==> src/rtl/scramble_sequencer.sv <==
// Scramble/solve/buzz game-mode controller: fetches MOVES random codes and issues them as board moves.
// Latency: outputs are Moore-decoded from registered state; no input-to-output combinational path.
// Backpressure: rand_req holds until rand_valid, move_valid/move_data hold until move_ready.
module scramble_sequencer #(
    parameter int MOVES       = 31,
    parameter int RAND_W      = 4,
    parameter int BUZZ_CYCLES = 100_000_000,
    localparam int CW         = (MOVES > 0) ? $clog2(MOVES + 1) : 1
) (
    input  logic              clk,
    input  logic              rst_n,
    input  logic              scramble_btn,
    input  logic              solved,
    output logic              rand_req,
    input  logic              rand_valid,
    input  logic [RAND_W-1:0] rand_data,
    output logic              move_valid,
    output logic [RAND_W-1:0] move_data,
    input  logic              move_ready,
    output logic              mix_state,
    output logic              buzz,
    output logic [CW-1:0]     moves_left
);

    localparam int BW = (BUZZ_CYCLES > 1) ? $clog2(BUZZ_CYCLES) : 1;

    typedef enum logic [2:0] {
        IDLE  = 3'd0,
        REQ   = 3'd1,
        MOVE  = 3'd2,
        SOLVE = 3'd3,
        BUZZ  = 3'd4
    } state_t;

    state_t            state, state_nxt;
    logic              btn_q;
    logic              btn_edge;
    logic [CW-1:0]     moves_nxt;
    logic [RAND_W-1:0] data_nxt;
    logic [BW-1:0]     buzz_cnt, buzz_cnt_nxt;

    // btn_q resets high so a button held through reset does not count as a press.
    assign btn_edge = scramble_btn & ~btn_q;

    always_ff @(posedge clk or negedge rst_n) begin
        if (!rst_n) begin
            state      <= IDLE;
            btn_q      <= 1'b1;
            moves_left <= '0;
            move_data  <= '0;
            buzz_cnt   <= '0;
        end else begin
            state      <= state_nxt;
            btn_q      <= scramble_btn;
            moves_left <= moves_nxt;
            move_data  <= data_nxt;
            buzz_cnt   <= buzz_cnt_nxt;
        end
    end

    always_comb begin
        state_nxt    = state;
        moves_nxt    = moves_left;
        data_nxt     = move_data;
        buzz_cnt_nxt = buzz_cnt;
        case (state)
            IDLE: begin
                if (btn_edge) begin
                    moves_nxt = CW'(MOVES);
                    state_nxt = (MOVES == 0) ? SOLVE : REQ;
                end
            end
            REQ: begin
                if (rand_valid) begin
                    data_nxt  = rand_data;
                    state_nxt = MOVE;
                end
            end
            MOVE: begin
                if (move_ready) begin
                    moves_nxt = moves_left - 1'b1;
                    state_nxt = (moves_left == CW'(1)) ? SOLVE : REQ;
                end
            end
            SOLVE: begin
                // A fresh press reshuffles even if the board happens to be solved.
                if (btn_edge) begin
                    moves_nxt = CW'(MOVES);
                    state_nxt = (MOVES == 0) ? SOLVE : REQ;
                end else if (solved) begin
                    buzz_cnt_nxt = BW'(BUZZ_CYCLES - 1);
                    state_nxt    = BUZZ;
                end
            end
            BUZZ: begin
                if (buzz_cnt == '0) begin
                    state_nxt = IDLE;
                end else begin
                    buzz_cnt_nxt = buzz_cnt - 1'b1;
                end
            end
            default: state_nxt = IDLE;
        endcase
    end

    assign rand_req   = (state == REQ);
    assign move_valid = (state == MOVE);
    assign mix_state  = (state == REQ) || (state == MOVE);
    assign buzz       = (state == BUZZ);

endmodule

==> config.mk <==
export PLATFORM = sky130hd
export DESIGN_NAME = scramble_sequencer
export DESIGN_NICKNAME = d
export VERILOG_FILES = /design/src/rtl/scramble_sequencer.sv
export SDC_FILE = /design/constraint.sdc
export NUM_CORES = 1
export LEC_CHECK = 0
export BUFFER_PORTS_ARGS = -buffer_cell sky130_fd_sc_hd__buf_2
export CAP_MARGIN = 15
export CORE_ASPECT_RATIO = 1.4
export CORE_MARGIN = 4
export CORE_UTILIZATION = 35
export CTS_CLUSTER_SIZE = 16
export DETAILED_ROUTE_END_ITERATION = 10
export SYNTH_ARGS = -nofsm -noshare
export SYNTH_HDL_FRONTEND = slang
export SYNTH_SLANG_ARGS = --single-unit
==> constraint.sdc <==
create_clock -name clk -period 4.9 [get_ports clk]
set_input_delay 0.735 -clock clk [delete_from_list [all_inputs] [get_ports clk]]
set_output_delay 0.735 -clock clk [all_outputs]
set_load 0.005 [all_outputs]
Word level (Yosys, flattened, before mapping). Cells that the tools add are included.

$add $sub $neg: 2. Eq/ne operators: 14. Multiplexer cells: 15. Bitwise operators: 2. Reduce and logical (&&, ||, !) cells: 10.

Operators with widths (count): two-way mux 27 bit (3); case mux 27 bit (2 select lines) (1); zero test 27 bit (1); subtractor 27 x 1 -> 27 bit (second input constant) (1); two-way mux 3 bit (6); case mux 3 bit (5 select lines) (1); two-way mux 5 bit (2); case mux 5 bit (2 select lines) (1); inequality test 2 x 1 -> 1 bit (second input constant) (4); inequality test 2 bit (second input constant) (4); == test 3 x 2 -> 1 bit (second input constant) (2); == test 5 x 1 -> 1 bit (second input constant) (1); AND reduction 5 bit (1); subtractor 5 x 1 -> 5 bit (second input constant) (1); AND reduction 4 bit (1); nonzero test 2 bit (2); == test 3 x 1 -> 1 bit (second input constant) (1); == test 3 bit (second input constant) (1); zero test 3 bit (1); inequality test 3 bit (second input constant) (1); AND reduction 3 bit (1); two-way mux 2 bit (1); AND reduction 2 bit (1); OR reduction 2 bit (1); 3 further kinds (3).

Flip-flop bits (word level): 40. Bits of input ports: 10. Output and inout bits: 13. Word-level logic and storage cells: 48.

Depth between registers and ports, before layout. Gate-level depths: netlist (run 1).

Depth in word-level cells: 4. Depth in mapped cells: 9. Mapped depth without buffers: 8.

Least setup slack after synthesis (run 1). No wires, ideal clock.

Path type: reg-to-reg. Start point: register buzz_cnt[0]. End point: register buzz_cnt[16]. Library setup time: 118 ps. Arrival: 2407 ps. Required time: 4782 ps. Path slack: 2375 ps. Cell stages (with the launch flop): 10. Buffers on the path: 2. Period minus slack after synthesis: 2525 ps. Cell sequence: dfrtp_1 > inv_1 > ha_1 > or4b_1 > clkbuf_1 > or3_2 > nor4_1 > buf_2 > nor4_1 > a21o_1.

Cells in the longest elaborated chain, start to end: 3. Elaborated cells between the ends (all ways): 6. Those cells by class: add/sub (1); eq/ne (1); mux (2); reduce/logical (2).

Ends and longest elaborated chain: start, declared (line 40) `logic [BW-1:0] buzz_cnt, buzz_cnt_nxt;`; start signal, assigned (line 57) `buzz_cnt <= buzz_cnt_nxt;`; subtractor 27 x 1 -> 27 bit or zero test 27 bit (tied branches) (line 99, 96); two-way mux 27 bit or inequality test 2 bit (tied branches); case mux 27 bit (2 select lines) or AND reduction 4 bit (tied branches).

Parallel ways exist; a longest one is shown, timed or not. The select of a mux whose other input is x is not followed. A chain may end at the register's enable or synchronous reset.

Worst setup path in the final report (run 1).
Start point: register buzz_cnt[0]. End point: register buzz_cnt[12].

The elaborated chain is that of the path after synthesis.

==> qor.csv, run 1 <==
metric,value,unit
Mapped Area,2242,µm²
Port Buffers,22,
critical path class,register to register,
first-pass GRT wire length,9315,µm
Hold Buf Count CTS,0,
# clock sinks,40,
PD cells,463.1,nW/µm²
Mean Syn Cell Area,9.078,µm²
latest clock arrival within the worst-skew pair,300,ps
vias post-DR,2021,
fin. max-slew vios,0,
Post-synth ARST share,1.000,
RSZ-0062 raised after global routing,no,
top cell type's share of synthesized area,0.4353,
drt via density,5.909,
routed wire length,5542,µm
final layout net count,282,
max-cap violations,0,
switching part of the total,0.3653,
Die Height,102.7,µm
Max-Slew Margin vs Limit,0.3806,
status,"complete, no violations",
total clock buffers created by CTS,5,
ANT cells,0,
Syn Inst Count,247,
cell accounting for the most synthesized area,dfrtp_1,
Arrival @ worst endpoint,3180,ps
Yosys cell types,50,
total power,0.001173,W
Routed WL per cell,16.20,µm
part of the power in combinational logic,0.298,
Final Hold Fails,0,
Post-CTS Setup Inserts,0,
Max Root-Sink Buffers,2,
most common flop cell mapped by yosys,dfrtp_1,
post_cts resized,0,
most frequent cells in the layout,"dfrtp_1, buf_2, nor2_1",
layout cells sized above 1,0.1778,
Final min period,2957,ps
# IOs,23,
vias in the first global route,1978,
setup_tns,0,ps
pre-CTS setup slack,2011,ps
die area,7769,µm²
Congestion Overflow GR,0,
CTS HTree Levels,2,
Synth Register Bits,40,
crit path to,buzz_cnt[12],
Final Cycle Share,0.6034,
worst vdd ir,0.0001480,V
drt drc,0,
FMAX,338.2,MHz
worst-margin pin slew,929.2,ps
largest net degree at the start of global routing,41,
register area share after synthesis,0.4470,
Critical Path RT,5120,ps
number of enable flip-flop cells after synthesis,0,
# rows,34,
routability cong.,0.8685,
initial core utilization,0.3610,
global-route usage over all layers,0.1562,
TritonCTS clock tree,built,
Area contributors post-synth,"dfrtp_1, o31ai_1, o21ai_0",
Startpoint Class,register,
crit-path max FO,8,
post-layout util,0.4077,
WHS,498.4,ps
Reg2Reg Depth,8,
worst r2r src,buzz_cnt[0],
Synth Net Count,260,
Worst Setup SP,buzz_cnt[0],
CP Capture Type,register,
synth warn,0,
Hold Crit Class,register to register,
"commonest non-fill, non-tap cell in the layout",dfrtp_1,
r2r endpoint,buzz_cnt[12],
synthesis-to-layout area growth,12.95,%
Post-DP HPWL,4035,µm
"setup slack, reg-to-reg",1940,ps
Post-DRT Antenna Nets,0,
endpoints failing setup,0,
Reg power frac,0.465,
drt initial violations,87,
die width,75.65,µm
Clock Skews,8.291,ps
antenna violations before repair,0,
Psw,0.0004284,W
"Reg clk slew, reported paths",80,ps
internal power,0.0007444,W
post-route setup slack,1943,ps
clock power share,0.237,
CORE AREA,6211,µm²
Pre-Repair DR Iteration Count,4,
CTS root buf,clkbuf_8,
Lkg Pwr,0.9689,nW
[critical path, stage by stage, from the launching register on]
cell     delay [ps]
dfrtp_1         410
inv_1            70
ha_1            180
or4b_1          580
nor3_1          480
nand4_1         390
nand2_1         390
inv_1           150
a31oi_1         210
[routing by layer]
| layer | wire [µm] | up-vias | global-route usage |
|---|---|---|---|
| li1 | - | 981 | - |
| met5 | 0 | - | 0 |
| met2 | 2949 | 44 | 0.2814 |
| met1 | 2282 | 987 | 0.1841 |
| met4 | 89 | 0 | 0.05518 |
| met3 | 220 | 9 | 0.02341 |
[cell type report]
cell class              instances  area, µm²
well taps                      72      90.09
clock buffers                   5      68.82
inverters                      11      41.29
repair buffers                 24      125.1
fillers                       602       3679
multi-input cells             187       1162
clock inverters                 3      42.54
flip-flops and latches         40       1002
[per-stage QoR]
| stage | cell area [µm²] | cells |
|---|---|---|
| after global routing | 2532 | 342 |
| after detailed placement | 2421 | 334 |
| after CTS | 2532 | 342 |
| after floorplan | 2242 | 247 |
| after global placement | 2421 | 334 |
| final | 2532 | 342 |
[worst min-delay path by stage]
stage | start | end | slack [ps] | depth (start not counted)
2_1_floorplan | rst_n | buzz_cnt[0] | 440 | 0
3_3_place_gp | buzz_cnt[24] | buzz_cnt[24] | 480 | 1
3_5_place_dp | buzz_cnt[24] | buzz_cnt[24] | 490 | 1
4_1_cts | buzz_cnt[24] | buzz_cnt[24] | 500 | 1
5_1_grt | buzz_cnt[24] | buzz_cnt[24] | 520 | 1
6_report | buzz_cnt[24] | buzz_cnt[24] | 500 | 1
[Yosys cell counts (2+ instances only)]
cell / count
a21oi_1: 12
nand4_1: 4
or4_1: 9
nand4b_1: 2
nand3_1: 8
nor4_1: 8
o21ai_0: 17
dfrtp_1: 39
nor3_1: 7
a31oi_1: 7
o41ai_1: 2
inv_1: 10
and3_1: 2
o31ai_1: 13
ha_1: 3
buf_2: 2
o22ai_1: 2
and4b_1: 2
o211ai_1: 2
clkbuf_1: 7
or3_1: 13
or4_4: 2
nor2b_1: 3
nand2_1: 15
nand2b_1: 4
nor2_1: 20
mux2_2: 4
nor4b_1: 2
or2_2: 4
or3_2: 2
[cell families after synthesis]
family,synth area share
AND/OR/NAND/NOR,0.2980
multiplexers,0.02009
XOR/XNOR,0.003907
adder cells (fa/ha/maj),0.01674
flip-flops,0.4470
buffers and inverters,0.03460
AO/OA/AOI/OAI,0.1797
[registers in the layout, indices dropped and copies added (netlist names)]
register    count
buzz_cnt       27
moves_left      5
move_data       4
state           3
btn_q           1
[power groups by stage]
| stage | registers (W) | clock network (W) | logic [W] |
|---|---|---|---|
| after floorplan | 0.000513 | 0 | 0.000253 |
| after global placement | 0.000545 | 0 | 0.000348 |
| after detailed placement | 0.000549 | 0 | 0.000356 |
| after CTS | 0.000544 | 0.000285 | 0.000357 |
| after global routing | 0.000565 | 0.000299 | 0.000405 |
| final | 0.000545 | 0.000277 | 0.000350 |
Note: power is estimated with default switching activity, not from simulation.
==> inputs of run 2 (changes only) <==
==> constraint.sdc (replaced) <==
create_clock -name clk -period 2.5 [get_ports clk]
set_input_delay 0.375 -clock clk [delete_from_list [all_inputs] [get_ports clk]]
set_output_delay 0.375 -clock clk [all_outputs]
set_load 0.005 [all_outputs]
==> qor.csv, run 2 (synthesis results as in run 1) <==
metric,value,unit,change
Max Root-Sink Buffers,2,,unchanged
Critical Path RT,2740,ps,-2380 ps
ANT cells,0,,unchanged
most frequent cells in the layout,"dfrtp_1, buf_2, buf_4",,
status,"complete, no violations",,
Final Hold Fails,0,,unchanged
initial core utilization,0.3610,,unchanged
latest clock arrival within the worst-skew pair,310,ps,about the same
# IOs,23,,unchanged
final layout net count,304,,+7.8%
TritonCTS clock tree,built,,
"Reg clk slew, reported paths",90,ps,about the same
Fillers,626,,+4.0%
CORE AREA,6211,µm²,unchanged
first-pass GRT wire length,9487,µm,+1.8%
Pre-Repair DR Iteration Count,4,,unchanged
Final Cycle Share,0.9819,,+0.3785
RSZ-0062 raised after global routing,no,,
Post-DP HPWL,4147,µm,+2.8%
placed cells,355,,+6.3%
Post-DRT Antenna Nets,0,,unchanged
global-route usage over all layers,0.1595,,+0.003263
total clock buffers created by CTS,5,,unchanged
vias in the first global route,2038,,+3.0%
endpoints failing setup,0,,unchanged
Non-Filler Instances,364,,+6.4%
biggest regs,"buzz_cnt x27, moves_left x5, move_data x4",,
die area,7769,µm²,unchanged
fin. max-slew vios,0,,unchanged
routed wire length,5688,µm,+2.6%
"commonest non-fill, non-tap cell in the layout",dfrtp_1,,
total power,0.002407,W,+110%
Max-Slew Margin vs Limit,0.3853,,+0.004777
Routed WL per cell,15.63,µm,-3.6%
Post-CTS Setup Inserts,0,,unchanged
CP Capture Type,register,,
Hold Crit Class,primary input to async pin,,
vias post-DR,2097,,+3.8%
drt drc,0,,unchanged
Largest register FFs,27,,unchanged
max-cap violations,0,,unchanged
layout cells sized above 1,0.2637,,+0.08592
Top reg by flops,buzz_cnt,,
drt initial violations,125,,+44%
Lkg Pwr,1.085,nW,+12%
worst vdd ir,0.0005531,V,+270%
Startpoint Class,register,,
"setup slack, reg-to-reg",50,ps,-1900 ps
PD cells,877.3,nW/µm²,+89%
largest net degree at the start of global routing,41,,unchanged
Congestion Overflow GR,0,,unchanged
synthesis-to-layout area growth,22.38,%,
Clock Skews,12.33,ps,+4.037 ps
Arrival @ worst endpoint,2690,ps,-490 ps
Die Height,102.7,µm,unchanged
CTS root buf,clkbuf_8,,
Port Buffers,22,,unchanged
die width,75.65,µm,unchanged
worst-margin pin slew,922.0,ps,-7.167 ps
crit-path max FO,7,,-1
drt via density,5.761,,-2.5%
# clock sinks,40,,unchanged
antenna violations before repair,0,,unchanged
routability cong.,0.8087,,-6.9%
# rows,34,,unchanged
critical path class,register to register,,
Final min period,2455,ps,-501.9 ps
FMAX,407.4,MHz,+20%
CTS HTree Levels,2,,unchanged
run 2: path summary, 6_finish.rpt:
| check | from | to | cells after the start |
|---|---|---|---|
| worst min register to register | buzz_cnt[14] | buzz_cnt[14] | 1 |
| min in group clk | scramble_btn | btn_q | 1 |
| worst min-delay path | rst_n | buzz_cnt[10] | 1 |
| worst max-delay path | buzz_cnt[7] | buzz_cnt[19] | 5 |
| worst max register to register | buzz_cnt[7] | buzz_cnt[19] | 5 |
| max in group asynchronous | rst_n | state[0] | 1 |
run 2: worst max-delay path: stages, from the launching register on:
cell	delay [ps]
dfrtp_1	390
or4_4	540
or4_4	550
or2_4	270
or4_1	480
a21oi_1	160
run 2: repair_timing:
| action | CTS | global route |
|---|---|---|
| gates resized for setup | 1 | 9 |
| pin swaps | 0 | 1 |
| hold buffers | 0 | 0 |
| endpoints found under the setup margin | 2 | 8 |
| gates cloned | 0 | 1 |
run 2: stage by stage:
stage               worst slack [ps]  setup TNS (ps)  hold WS (ps)  area [µm²]  utilization
global placement               56.06               0         489.0        2585       0.4162
detailed placement            -2.751          -2.751         491.5        2585       0.4162
global route                   14.97               0         189.6        2744       0.4418
finish                         45.33               0         181.6        2744       0.4418
CTS                            12.98               0         182.7        2701       0.4349
floorplan                      14.37               0         79.41        2248            -
run 2: area by class of cell:
class                           count  area, µm²  area share
Clock buffer                        5      68.82     0.02508
Clock inverter                      3      47.55     0.01733
Inverter                           11      41.29     0.01505
Multi-Input combinational cell    187       1206      0.4396
Sequential cell                    40       1002      0.3653
Tap cell                           72      90.09     0.03283
Timing Repair Buffer               46      287.8      0.1049
run 2: metal layers:
layer,track usage,up-vias,part of all wire
met2,0.2708,57,0.51
met4,0.06326,0,0.026
met3,0.03317,12,0.038
met1,0.1942,1002,0.43
li1,-,1026,-
met5,0,-,0
run 2: power breakdown:
part           switching (W)  leakage, nW  internal, W  total, W
Clock               0.000260       0.0583     0.000301  0.000561
Combinational       0.000423        0.576     0.000389  0.000812
Sequential          0.000191        0.450     0.000843   0.00103
Total               0.000873         1.08      0.00153   0.00241
==> inputs of run 3 (changes only) <==
--- a/config.mk
+++ b/config.mk
@@ -5,7 +5,8 @@
 export SDC_FILE = /design/constraint.sdc
 export NUM_CORES = 1
 export LEC_CHECK = 0
-export BUFFER_PORTS_ARGS = -buffer_cell sky130_fd_sc_hd__buf_2
+export ABC_AREA = 1
+export BUFFER_PORTS_ARGS = -buffer_cell sky130_fd_sc_hd__clkbuf_2
 export CAP_MARGIN = 15
 export CORE_ASPECT_RATIO = 1.4
 export CORE_MARGIN = 4
==> constraint.sdc (replaced) <==
create_clock -name clk -period 2.9 [get_ports clk]
set_input_delay 0.435 -clock clk [delete_from_list [all_inputs] [get_ports clk]]
set_output_delay 0.435 -clock clk [all_outputs]
set_load 0.005 [all_outputs]
==> qor.csv, run 3 <==
metric,value,unit,change
endpoints failing setup,0,,unchanged
crit-path max FO,26,,+19
biggest regs,"buzz_cnt x27, moves_left x5, move_data x4",,
Final Hold Fails,0,,unchanged
area post-placement,2703,µm²,+4.5%
cell accounting for the most synthesized area,dfrtp_1,,
switching part of the total,0.4203,,+0.05749
Synth Register Bits,40,,unchanged
critical path class,register to register,,
die area,8597,µm²,+11%
"Reg clk slew, reported paths",80,ps,about the same
worst-margin pin slew,1020,ps,+98.04 ps
routed wire length,5776,µm,+1.5%
endpoint of the worst hold path,btn_q,,
Post-CTS Setup Inserts,0,,unchanged
final layout net count,400,,+32%
Final Cycle Share,0.7802,,-0.2016
"commonest non-fill, non-tap cell in the layout",nand2_1,,
Max Root-Sink Buffers,2,,unchanged
drt initial violations,117,,-6.4%
Hold Crit Class,primary input to register,,
"count leader, synth",nand2_1,,
Yosys cell types,31,,-38%
Fillers,718,,+15%
RSZ-0062 raised after global routing,no,,
Psw,0.001209,W,+38%
Largest register FFs,27,,unchanged
"Slowest-stage cell, CP",dfrtp_1,,
Port Buffers,22,,unchanged
layout cells sized above 1,0.1392,,-0.1245
most common flop cell mapped by yosys,dfrtp_1,,
TritonCTS clock tree,built,,
die width,79.52,µm,+5.1%
Syn Inst Count,363,,+47%
CORE AREA,6982,µm²,+12%
Mean Syn Cell Area,6.904,µm²,-24%
FMAX,442.0,MHz,+8.5%
max-cap violations,0,,unchanged
worst vdd ir,0.0003751,V,-32%
drt drc,0,,unchanged
fin. max-slew vios,0,,unchanged
CTS HTree Levels,2,,unchanged
Post-DRT Antenna Nets,0,,unchanged
ANT cells,0,,unchanged
Startpoint Class,register,,
Max-Slew Margin vs Limit,0.3200,,-0.06536
Critical Path RT,3090,ps,+350 ps
commonest cells in the netlist,"nand2_1, nor2_1, dfrtp_1, nand3_1, inv_1",,
CP Capture Type,register,,
CTS root buf,clkbuf_8,,
routability cong.,0.8556,,+5.8%
clock power share,0.219,,-0.014
internal power,0.001667,W,+8.7%
setup_tns,0,ps,unchanged
first-pass GRT wire length,10290,µm,+8.4%
Arrival @ worst endpoint,2450,ps,-240 ps
Hold Buf Count CTS,0,,unchanged
r2r endpoint,buzz_cnt[23],,
Critical Path Max Stage Delay,360,ps,-190 ps
Area contributors post-synth,"dfrtp_1, nand2_1, nor2_1",,
worst r2r src,buzz_cnt[1],,
PD cells,1005,nW/µm²,+15%
Lkg Pwr,1.380,nW,+27%
status,"complete, no violations",,
Reg2Reg Depth,10,,+5
vias in the first global route,2341,,+15%
global-route usage over all layers,0.1493,,-0.01025
total clock buffers created by CTS,5,,unchanged
Reg power frac,0.363,,-0.067
part of the power in combinational logic,0.418,,+0.081
Final Cell Area,2861,µm²,+4.3%
# rows,36,,+5.9%
Top reg by flops,buzz_cnt,,
antenna violations before repair,0,,unchanged
"setup slack, reg-to-reg",640,ps,+590 ps
initial core utilization,0.3590,,-0.002038
Post-synth ARST share,1.000,,unchanged
Congestion Overflow GR,0,,unchanged
register area share after synthesis,0.3999,,-0.04709
latest clock arrival within the worst-skew pair,300,ps,about the same
largest net degree at the start of global routing,41,,unchanged
Clock Skews,8.153,ps,-4.174 ps
Synth Net Count,376,,+45%
"most used cell, CP",nand2_1,,
number of enable flip-flop cells after synthesis,0,,unchanged
Die Height,108.1,µm,+5.3%
drt via density,4.783,,-17%
Post-DP HPWL,4368,µm,+5.3%
Worst Hold Launch,scramble_btn,,
post_cts resized,0,,-1
# IOs,23,,unchanged
synthesis-to-layout area growth,14.18,%,
Pre-Repair DR Iteration Count,4,,unchanged
Mapped Area,2506,µm²,+12%
crit-path cells,"inv_1, ha_1, nand2_1, nor2_4, and2_1, nand3_1, nand3_2, inv_1, nand2_1, nand2_1",,
Final min period,2263,ps,-192.0 ps
vias post-DR,2310,,+10%
most frequent cells in the layout,"nand2_1, nor2_1, dfrtp_1",,
cell depth of the worst hold path,1,,
# clock sinks,40,,unchanged
top cell type's share of synthesized area,0.3894,,-0.04585
Routed WL per cell,11.96,µm,-23%
synth warn,0,,unchanged
run 3: changes by cell type in the layout (fill, tap and decap cells not counted), sizes merged, moves of 21 or more:
cell | previous run | this run
nand2 | 15 | 120
buf | 46 | 2
nor2 | 20 | 63
nand3 | 8 | 36
clkbuf | 5 | 27
inv | 11 | 32
run 3: layout make-up:
| type | count | area (µm²) | share of cell area |
|---|---|---|---|
| repair buffers | 24 | 125.1 | 0.04373 |
| clock buffers | 5 | 68.82 | 0.02405 |
| flip-flops and latches | 40 | 1002 | 0.3502 |
| multi-input cells | 284 | 1336 | 0.4670 |
| inverters | 32 | 120.1 | 0.04198 |
| well taps | 95 | 118.9 | 0.04154 |
| clock inverters | 3 | 90.09 | 0.03148 |
run 3: per-stage QoR:
step           worst slack [ps]  instances  power [W]  hold slack (ps)  utilization
2_1_floorplan              1194        363   0.001923            139.4            -
3_3_place_gp              666.9        475   0.002226            489.7       0.3871
3_5_place_dp              593.9        475   0.002266            487.5       0.3871
4_1_cts                   596.4        483   0.002910            237.2       0.4099
5_1_grt                   331.1        483   0.003161            226.9       0.4099
6_report                  637.3        483   0.002876            239.4       0.4099
run 3: power groups by stage:
stage	sequential, W	clock [W]	combinational (W)
CTS	0.00104	0.000645	0.00122
finish	0.00105	0.000629	0.00120
global placement	0.00104	0	0.00118
floorplan	0.000993	0	0.000930
global route	0.00108	0.000669	0.00141
detailed placement	0.00105	0	0.00122
run 3: kinds of logic after synthesis:
| kind of cell | synth area share |
|---|---|
| flip-flops | 0.3999 |
| adder cells (fa/ha/maj) | 0.01498 |
| AO/OA/AOI/OAI | 0.05842 |
| multiplexers | 0.01797 |
| XOR/XNOR | 0.03145 |
| buffers and inverters | 0.06690 |
| AND/OR/NAND/NOR | 0.4104 |
run 3: worst max path at each step:
stage | from | endpoint | slack [ps] | cells past startpoint
floorplan | buzz_cnt[1] | buzz_cnt[13] | 1190 | 11
global placement | buzz_cnt[1] | buzz_cnt[23] | 670 | 10
detailed placement | buzz_cnt[0] | buzz_cnt[22] | 590 | 10
CTS | buzz_cnt[0] | buzz_cnt[22] | 600 | 10
global route | buzz_cnt[0] | buzz_cnt[26] | 330 | 10
finish | buzz_cnt[1] | buzz_cnt[23] | 640 | 10
run 3: critical path, delay by kind of cell, from the launching register on:
family,cells,cell delay [ps]
simple gates,7,1130
flops,1,360
fa+ha+maj,1,240
buf+inv,2,420
run 3: routing by layer:
metal,part of all wire,track usage
met5,0,0
met4,0.021,0.05283
met3,0.030,0.02333
met2,0.51,0.2742
met1,0.44,0.1724
